File: config.mk
export PLATFORM = sky130hd
export DESIGN_NAME = sort_stream_ctrl_flat
export DESIGN_NICKNAME = d
export VERILOG_FILES = /design/src/rtl/sort_stream_ctrl_if.sv /design/src/rtl/sort_stream_ctrl.sv /design/src/flat_wrapper.sv
export SDC_FILE = /design/constraint.sdc
export NUM_CORES = 1
export LEC_CHECK = 0
export ABC_CLOCK_PERIOD_IN_PS = 2400
export CORE_AREA = 3 3 273 275
export CTS_BUF_LIST = sky130_fd_sc_hd__clkbuf_4 sky130_fd_sc_hd__clkbuf_8
export CTS_CLUSTER_DIAMETER = 40
export DETAILED_ROUTE_END_ITERATION = 6
export DIE_AREA = 0 0 276 278
export GPL_TIMING_DRIVEN = 0
export PLACE_DENSITY_LB_ADDON = 0.12
export SLEW_MARGIN = 15
export SYNTH_ARGS = -nofsm -noshare
export SYNTH_HDL_FRONTEND = slang
export SYNTH_SLANG_ARGS = --single-unit
File: constraint.sdc
create_clock -name clk -period 2.4 [get_ports clk]
set_input_delay 0.24 -clock clk [delete_from_list [all_inputs] [get_ports clk]]
set_output_delay 0.24 -clock clk [all_outputs]
set_load 0.01 [all_outputs]
File: src/rtl/sort_stream_ctrl_if.sv
// Stream, status and network lanes of sort_stream_ctrl.
// master = surrounding logic (source, sink, network); slave = the controller.
interface sort_stream_ctrl_if #(
    parameter int N = 10,
    parameter int W = 32
);
    logic           in_valid;
    logic           in_ready;
    logic [W-1:0]   in_data;
    logic           in_last;
    logic           out_valid;
    logic           out_ready;
    logic [W-1:0]   out_data;
    logic           out_last;
    logic           busy;
    logic [N*W-1:0] net_in;
    logic [N*W-1:0] net_out;

    modport master (
        output in_valid, in_data, in_last, out_ready, net_out,
        input  in_ready, out_valid, out_data, out_last, busy, net_in
    );

    modport slave (
        input  in_valid, in_data, in_last, out_ready, net_out,
        output in_ready, out_valid, out_data, out_last, busy, net_in
    );
endinterface

File: src/rtl/sort_stream_ctrl.sv
// Streams a frame of N words through an external N-lane ascending sort network.
// Optional `define SORT_PARTIAL_EN: in_last ends a frame early, unused lanes padded with all-ones.
module sort_stream_ctrl #(
    parameter int N       = 10,
    parameter int W       = 32,
    parameter int NET_LAT = 0
) (
    input  logic              clk,
    input  logic              rst_n,
    sort_stream_ctrl_if.slave io_bus
);
    localparam int CW = $clog2(N + 1);
    localparam int TW = (NET_LAT > 0) ? $clog2(NET_LAT + 1) : 1;

    typedef enum logic [1:0] {S_LOAD, S_WAIT, S_DRAIN} state_t;

    state_t         r_state;
    state_t         w_next_state;
    logic [W-1:0]   r_ibuf [N];
    logic [W-1:0]   r_obuf [N];
    logic [CW-1:0]  r_cnt;
    logic [CW-1:0]  r_idx;
    logic [TW-1:0]  r_timer;
    logic           r_in_ready;

    logic           w_accept;
    logic           w_frame_end;
    logic           w_timer_done;
    logic           w_xfer;
    logic           w_out_last;
    logic [W-1:0]   w_out_data;
    logic [N*W-1:0] w_net_in;

    always_comb begin
        w_accept     = io_bus.in_valid && r_in_ready && (r_state == S_LOAD);
        w_frame_end  = (r_cnt == CW'(N - 1));
`ifdef SORT_PARTIAL_EN
        w_frame_end  = w_frame_end || io_bus.in_last;
`endif
        w_timer_done = (r_timer == TW'(NET_LAT));
        w_out_last   = (r_state == S_DRAIN) && (r_idx == r_cnt - CW'(1));
        w_xfer       = (r_state == S_DRAIN) && io_bus.out_ready;
        w_out_data   = (r_state == S_DRAIN) ? r_obuf[r_idx] : '0;

        w_next_state = r_state;
        case (r_state)
            S_LOAD:  if (w_accept && w_frame_end) w_next_state = S_WAIT;
            S_WAIT:  if (w_timer_done)            w_next_state = S_DRAIN;
            S_DRAIN: if (w_xfer && w_out_last)    w_next_state = S_LOAD;
            default:                              w_next_state = S_LOAD;
        endcase
    end

    always_ff @(posedge clk or negedge rst_n) begin
        if (!rst_n) begin
            r_state    <= S_LOAD;
            r_in_ready <= 1'b0;
        end else begin
            r_state    <= w_next_state;
            // Registered so the ready flag first appears one edge after reset release.
            r_in_ready <= (w_next_state == S_LOAD);
        end
    end

    always_ff @(posedge clk or negedge rst_n) begin
        if (!rst_n) begin
            for (int unsigned k = 0; k < N; k++) begin
                r_ibuf[k] <= '0;
                r_obuf[k] <= '0;
            end
            r_cnt   <= '0;
            r_idx   <= '0;
            r_timer <= '0;
        end else begin
            case (r_state)
                S_LOAD: begin
                    if (w_accept) begin
                        for (int unsigned k = 0; k < N; k++) begin
                            if (CW'(k) == r_cnt) begin
                                r_ibuf[k] <= io_bus.in_data;
                            end
`ifdef SORT_PARTIAL_EN
                            else if (io_bus.in_last && (CW'(k) > r_cnt)) begin
                                r_ibuf[k] <= '1;
                            end
`endif
                        end
                        r_cnt <= r_cnt + CW'(1);
                    end
                end
                S_WAIT: begin
                    if (w_timer_done) begin
                        for (int unsigned k = 0; k < N; k++) begin
                            r_obuf[k] <= io_bus.net_out[k*W +: W];
                        end
                        r_idx   <= '0;
                        r_timer <= '0;
                    end else begin
                        r_timer <= r_timer + TW'(1);
                    end
                end
                S_DRAIN: begin
                    if (w_xfer) begin
                        r_idx <= r_idx + CW'(1);
                        if (w_out_last) begin
                            r_cnt <= '0;
                        end
                    end
                end
                default: ;
            endcase
        end
    end

    always_comb begin
        w_net_in = '0;
        for (int unsigned k = 0; k < N; k++) begin
            w_net_in[k*W +: W] = r_ibuf[k];
        end
    end

    assign io_bus.in_ready  = r_in_ready;
    assign io_bus.out_valid = (r_state == S_DRAIN);
    assign io_bus.out_data  = w_out_data;
    assign io_bus.out_last  = w_out_last;
    assign io_bus.busy      = (r_state != S_LOAD);
    assign io_bus.net_in    = w_net_in;
endmodule

File: src/flat_wrapper.sv
// flat-port wrapper written by rule: the top's interface ports become plain ports
module sort_stream_ctrl_flat 
#(
    parameter int N       = 10,
    parameter int W       = 32,
    parameter int NET_LAT = 0
)
  (clk, rst_n, io_bus_in_valid, io_bus_in_data, io_bus_in_last, io_bus_out_ready, io_bus_net_out, io_bus_in_ready, io_bus_out_valid, io_bus_out_data, io_bus_out_last, io_bus_busy, io_bus_net_in);
  sort_stream_ctrl_if #(.N(N), .W(W)) io_bus_i ();
  input  logic clk;
  input  logic rst_n;
  input wire logic [$bits(io_bus_i.in_valid)-1:0] io_bus_in_valid;
  input wire logic [$bits(io_bus_i.in_data)-1:0] io_bus_in_data;
  input wire logic [$bits(io_bus_i.in_last)-1:0] io_bus_in_last;
  input wire logic [$bits(io_bus_i.out_ready)-1:0] io_bus_out_ready;
  input wire logic [$bits(io_bus_i.net_out)-1:0] io_bus_net_out;
  output wire logic [$bits(io_bus_i.in_ready)-1:0] io_bus_in_ready;
  output wire logic [$bits(io_bus_i.out_valid)-1:0] io_bus_out_valid;
  output wire logic [$bits(io_bus_i.out_data)-1:0] io_bus_out_data;
  output wire logic [$bits(io_bus_i.out_last)-1:0] io_bus_out_last;
  output wire logic [$bits(io_bus_i.busy)-1:0] io_bus_busy;
  output wire logic [$bits(io_bus_i.net_in)-1:0] io_bus_net_in;
  assign io_bus_i.in_valid = io_bus_in_valid;
  assign io_bus_i.in_data = io_bus_in_data;
  assign io_bus_i.in_last = io_bus_in_last;
  assign io_bus_i.out_ready = io_bus_out_ready;
  assign io_bus_i.net_out = io_bus_net_out;
  assign io_bus_in_ready = io_bus_i.in_ready;
  assign io_bus_out_valid = io_bus_i.out_valid;
  assign io_bus_out_data = io_bus_i.out_data;
  assign io_bus_out_last = io_bus_i.out_last;
  assign io_bus_busy = io_bus_i.busy;
  assign io_bus_net_in = io_bus_i.net_in;
  sort_stream_ctrl #(.N(N), .W(W), .NET_LAT(NET_LAT)) u_core (.clk(clk), .rst_n(rst_n), .io_bus(io_bus_i));
endmodule
==> impl_metrics.prom <==
# TYPE chip_impl_metric gauge
chip_impl_info{name="result_of_the_run",value="finished with violations"} 1
chip_impl_info{name="violations",value="setup timing"} 1
chip_impl_info{name="ys_dominant_reg_cell",value="dfrtp_1"} 1
chip_impl_metric{name="cts_inserted_buffers",unit=""} 130
chip_impl_info{name="sequence_of_cells_on_the_critical_path",value="buf_12 -> buf_12 -> mux2i_2 -> a22oi_2 -> nand2_1 -> o22ai_1 -> buf_4"} 1
chip_impl_metric{name="drc_markers",unit=""} 0
chip_impl_metric{name="antenna_found_initial",unit=""} 43
chip_impl_metric{name="ctsLongestPathBuffers",unit=""} 3
chip_impl_info{name="rsz_0062_raised_after_global_routing",value="true"} 1
chip_impl_metric{name="final.min_clock_period",unit="ps"} 2630
chip_impl_metric{name="groute.layer.met2.usage",unit="%"} 42.1
chip_impl_metric{name="totalPowerFinal",unit="W"} 0.0527
chip_impl_metric{name="grtUsageTotal",unit="%"} 24.6
chip_impl_metric{name="synthesis.yosys.warnings",unit=""} 0
chip_impl_metric{name="cts.reportedPaths.clkPinSlew",unit="ps"} 60
chip_impl_metric{name="grt_start_max_net_pins",unit=""} 102
chip_impl_metric{name="die_extent_in_x",unit="µm"} 276
chip_impl_metric{name="first_iter_violations",unit=""} 855
chip_impl_info{name="library_cell_contributing_the_largest_single_delay_on_the_critical_path",value="dfrtp_2"} 1
chip_impl_metric{name="detailedPlacementHpwl",unit="mm"} 72.0
chip_impl_metric{name="synth_sequential_area_ratio",unit="%"} 59.8
chip_impl_metric{name="synth_nets",unit=""} 2169
chip_impl_info{name="layout_commonest_cell",value="dfrtp_1"} 1
chip_impl_metric{name="reg2reg_setup_slack",unit="ps"} 120
chip_impl_metric{name="final_util",unit="%"} 54.1
chip_impl_metric{name="fp.dieH",unit="µm"} 278
chip_impl_metric{name="max_stage_delay",unit="ps"} 480
chip_impl_metric{name="synth_cell_type_count",unit=""} 41
chip_impl_metric{name="tritoncts_num_sinks",unit=""} 651
chip_impl_info{name="cts_tree",value="built"} 1
chip_impl_info{name="crit_path_end_kind",value="output pin"} 1
chip_impl_metric{name="first_global_vias",unit=""} 20200
chip_impl_metric{name="cts.htree.levels",unit=""} 4
chip_impl_metric{name="edff_count_synth",unit=""} 0
chip_impl_metric{name="internal-power",unit="W"} 0.0357
chip_impl_metric{name="totalWireLength",unit="mm"} 96.1
chip_impl_metric{name="io_pins",unit=""} 713
chip_impl_info{name="cell_mode_on_critical_path",value="buf_12"} 1
chip_impl_metric{name="dr_total_vias",unit=""} 18500
chip_impl_metric{name="cellLeakagePower",unit="nW"} 17.3
chip_impl_metric{name="worstSkewPairLatency",unit="ps"} 770
chip_impl_metric{name="timing.critical_path.buf_inv",unit=""} 3
chip_impl_info{name="critical_path.endpoint",value="io_bus_out_data[30]"} 1
chip_impl_metric{name="total_net_switching_power",unit="W"} 0.0169
chip_impl_metric{name="worst_ir_drop_vdd",unit="V"} 0.000691
chip_impl_metric{name="tightestPinTransition",unit="ps"} 818
chip_impl_metric{name="initial_core_util",unit="%"} 37.6
chip_impl_metric{name="hold_viol",unit=""} 0
chip_impl_metric{name="synthesis.area_per_instance",unit="µm²"} 15.1
chip_impl_info{name="leading_cell_types_in_the_layout_fill_and_taps_excluded",value="dfrtp_1 (647), clkdlybuf4s50_1 (643), mux2_2 (631), clkbuf_8 (186), mux2i_1 (150)"} 1
chip_impl_metric{name="worst-endpoint-required",unit="ps"} 2160
chip_impl_metric{name="synthesized_area",unit="µm²"} 27300
chip_impl_metric{name="relSlewSlack",unit="%"} 45.4
chip_impl_metric{name="flow.area_growth_from_synthesis",unit="%"} 44.1
chip_impl_metric{name="sw_share",unit="%"} 32.2
chip_impl_metric{name="drt.antenna.violating_nets",unit=""} 0
chip_impl_metric{name="fmaxAchievable",unit="MHz"} 380
chip_impl_metric{name="crit_arrival",unit="ps"} 2390
chip_impl_metric{name="row_count",unit=""} 99
chip_impl_info{name="kind_of_critical_path",value="reg -> out"} 1
chip_impl_metric{name="power_per_cell_area",unit="nW/µm²"} 1340
chip_impl_metric{name="critical_path_peak_fanout",unit=""} 6
chip_impl_metric{name="post_route_cells_drive_above_1_share",unit="%"} 39.9
chip_impl_metric{name="worstRegToRegCells",unit=""} 6
chip_impl_metric{name="grt_overflow",unit=""} 0
chip_impl_metric{name="seq_power_share",unit="%"} 35.9
chip_impl_info{name="start_kind",value="register"} 1
chip_impl_info{name="min-delay-path-class",value="in -> reg"} 1
chip_impl_metric{name="final.period_utilization",unit="%"} 110
chip_impl_metric{name="design.die.area",unit="µm²"} 76700
chip_impl_metric{name="vias_per_cell",unit=""} 4.98
chip_impl_info{name="timing.critical_path.from",value="u_core.r_idx[0]"} 1
chip_impl_info{name="reg_to_reg_end",value="u_core.r_obuf[17]"} 1
chip_impl_metric{name="maxSlewViolCount",unit=""} 0
chip_impl_metric{name="nets",unit=""} 3002
chip_impl_metric{name="core-area",unit="µm²"} 72600
chip_impl_metric{name="firstDrtPassIters",unit=""} 5
chip_impl_metric{name="grt_util_met3",unit="%"} 8.75
chip_impl_info{name="r2r_start",value="u_core.r_state[1]"} 1
chip_impl_metric{name="worst_slack",unit="ps"} -233
chip_impl_metric{name="routed_wire_length_per_instance",unit="µm"} 25.8
chip_impl_metric{name="gp_congestion",unit=""} 0.832
chip_impl_metric{name="cap_violations",unit=""} 0
chip_impl_metric{name="synth_async_sr_flop_share",unit="%"} 100
chip_impl_metric{name="power.combinational.fraction",unit="%"} 40.5
chip_impl_info{name="cpLargestDelayFamily",value="buffers and inverters"} 1
chip_impl_metric{name="met1_usage",unit="%"} 27.9
chip_impl_metric{name="synthesis.instances",unit=""} 1806
chip_impl_info{name="top_usage_layer",value="met2"} 1
chip_impl_metric{name="worst_clock_skew",unit="ps"} 46.2
chip_impl_info{name="clk_root_buffer_cell",value="clkbuf_8"} 1
chip_impl_metric{name="first_pass_grt_wire_length",unit="mm"} 139
chip_impl_metric{name="port_buffers",unit=""} 679
chip_impl_metric{name="clock_power_share",unit="%"} 23.6
chip_impl_metric{name="ys_ff_latch",unit=""} 651
chip_impl_metric{name="number_of_setup_violations_in_the_final_report",unit=""} 32
chip_impl_metric{name="worst-path-stages",unit=""} 7
[power groups by stage]
stage / Sequential [W] / Clock (W) / Combinational, W
after global placement: 0.0189 / 0 / 0.0200
after detailed placement: 0.0190 / 0 / 0.0205
after global routing: 0.0195 / 0.0133 / 0.0226
after CTS: 0.0188 / 0.0128 / 0.0212
final: 0.0189 / 0.0124 / 0.0213
after floorplan: 0.0196 / 0 / 0.00915
[metal layers]
| metal | up-vias | wire length [µm] |
|---|---|---|
| li1 | 8215 | - |
| met3 | 206 | 7210 |
| met1 | 9505 | 37000 |
| met5 | - | 206 |
| met4 | 32 | 3280 |
| met2 | 571 | 48400 |
[what timing repair did]
item	in CTS	in global routing
hold endpoints to repair	279	0
pin swaps	29	23
hold buffers	9	0
setup buffers	9	2
gates resized for setup	299	59
endpoints found under the setup margin	194	191
gates cloned	0	2
[sequential cells by signal, indices dropped and copies added (netlist names)]
| register | count |
|---|---|
| u_core.r_state | 2 |
| u_core.r_cnt | 4 |
| u_core.io_bus.in_ready | 1 |
| u_core.io_bus.net_in | 320 |
| u_core.r_obuf | 320 |
| u_core.r_idx | 4 |
[Yosys cell counts (2+ instances only)]
master | instances | area, µm²
nand3_1 | 2 | 10.0
clkbuf_2 | 5 | 25.0
buf_1 | 32 | 120
o21ai_0 | 6 | 30.0
inv_1 | 4 | 15.0
o211ai_1 | 2 | 15.0
mux2_2 | 631 | 7110
buf_4 | 16 | 120
ha_1 | 6 | 75.1
a21oi_1 | 4 | 20.0
mux2i_1 | 160 | 1600
a31oi_1 | 3 | 18.8
nand4_1 | 2 | 12.5
a22oi_1 | 64 | 480
o22ai_1 | 32 | 200
nor2b_1 | 4 | 25.0
clkbuf_1 | 34 | 128
buf_6 | 16 | 180
and2_1 | 7 | 43.8
nor2_1 | 4 | 15.0
nand2_1 | 40 | 150
mux2_1 | 9 | 101
or2_2 | 2 | 12.5
xnor2_1 | 2 | 17.5
nor3_1 | 4 | 20.0
dfrtp_1 | 651 | 16300
xor2_1 | 4 | 35.0
buf_2 | 47 | 235
[metrics by stage]
step                std cells  TNS, ps  worst slack (ps)  area (µm²)  hold slack, ps
finish                   3724    -5070              -233       39300            72.6
global route             3717    -9330              -341       39300            38.9
CTS                      3697    -8690              -358       39000            3.63
detailed placement       3451   -45760              -739       35500             234
global placement         3444        -            -28020       35300             471
floorplan                1806        0               625       27300           -55.6
[logic make-up (layout without fill, tap and decap cells)]
logic type / after synthesis / count (layout) / synth area share (%)
DFF: 651 / 651 / 59.8
xor gates and xnor gates: 7 / 7 / 0.275
muxes: 800 / 800 / 32.3
buffers and inverters: 154 / 1089 / 3.02
AOI/OAI and AO/OA: 115 / 115 / 2.94
and+or+nand+nor: 73 / 73 / 1.43
adders and majority gates: 6 / 6 / 0.275
other: 0 / 24 / 0
[worst reg2reg max path: stages, from the launching register on]
cell,delay [ps]
dfrtp_1,370
buf_6,140
nor2b_1,260
clkbuf_1,330
clkbuf_2,310
buf_2,390
mux2_2,400
[how the worst min path moves through the flow]
| stage | startpoint | to | cells past startpoint | slack, ps |
|---|---|---|---|---|
| after floorplan | rst_n | u_core.io_bus.in_ready | 0 | -60 |
| after global placement | u_core.io_bus.net_in[25] | u_core.io_bus.net_in[25] | 1 | 470 |
| after detailed placement | rst_n | u_core.io_bus.net_in[135] | 1 | 230 |
| after CTS | io_bus_in_data[18] | u_core.io_bus.net_in[242] | 2 | 4 |
| after global routing | io_bus_net_out[307] | u_core.r_obuf[19] | 2 | 40 |
| final | io_bus_in_data[18] | u_core.io_bus.net_in[242] | 2 | 70 |
[final cells by class]
cell class / instances / area [µm²]
Multi-Input combinational cell: 1001 / 10500
Sequential cell: 651 / 16300
Buffer: 143 / 1240
Clock inverter: 32 / 355
Inverter: 4 / 15.0
Fill cell: 6172 / 33300
Timing Repair Buffer: 708 / 7100
Antenna cell: 24 / 60.1
Clock buffer: 202 / 2570
Tap cell: 959 / 1200
Note: power is estimated with default switching activity, not from simulation.
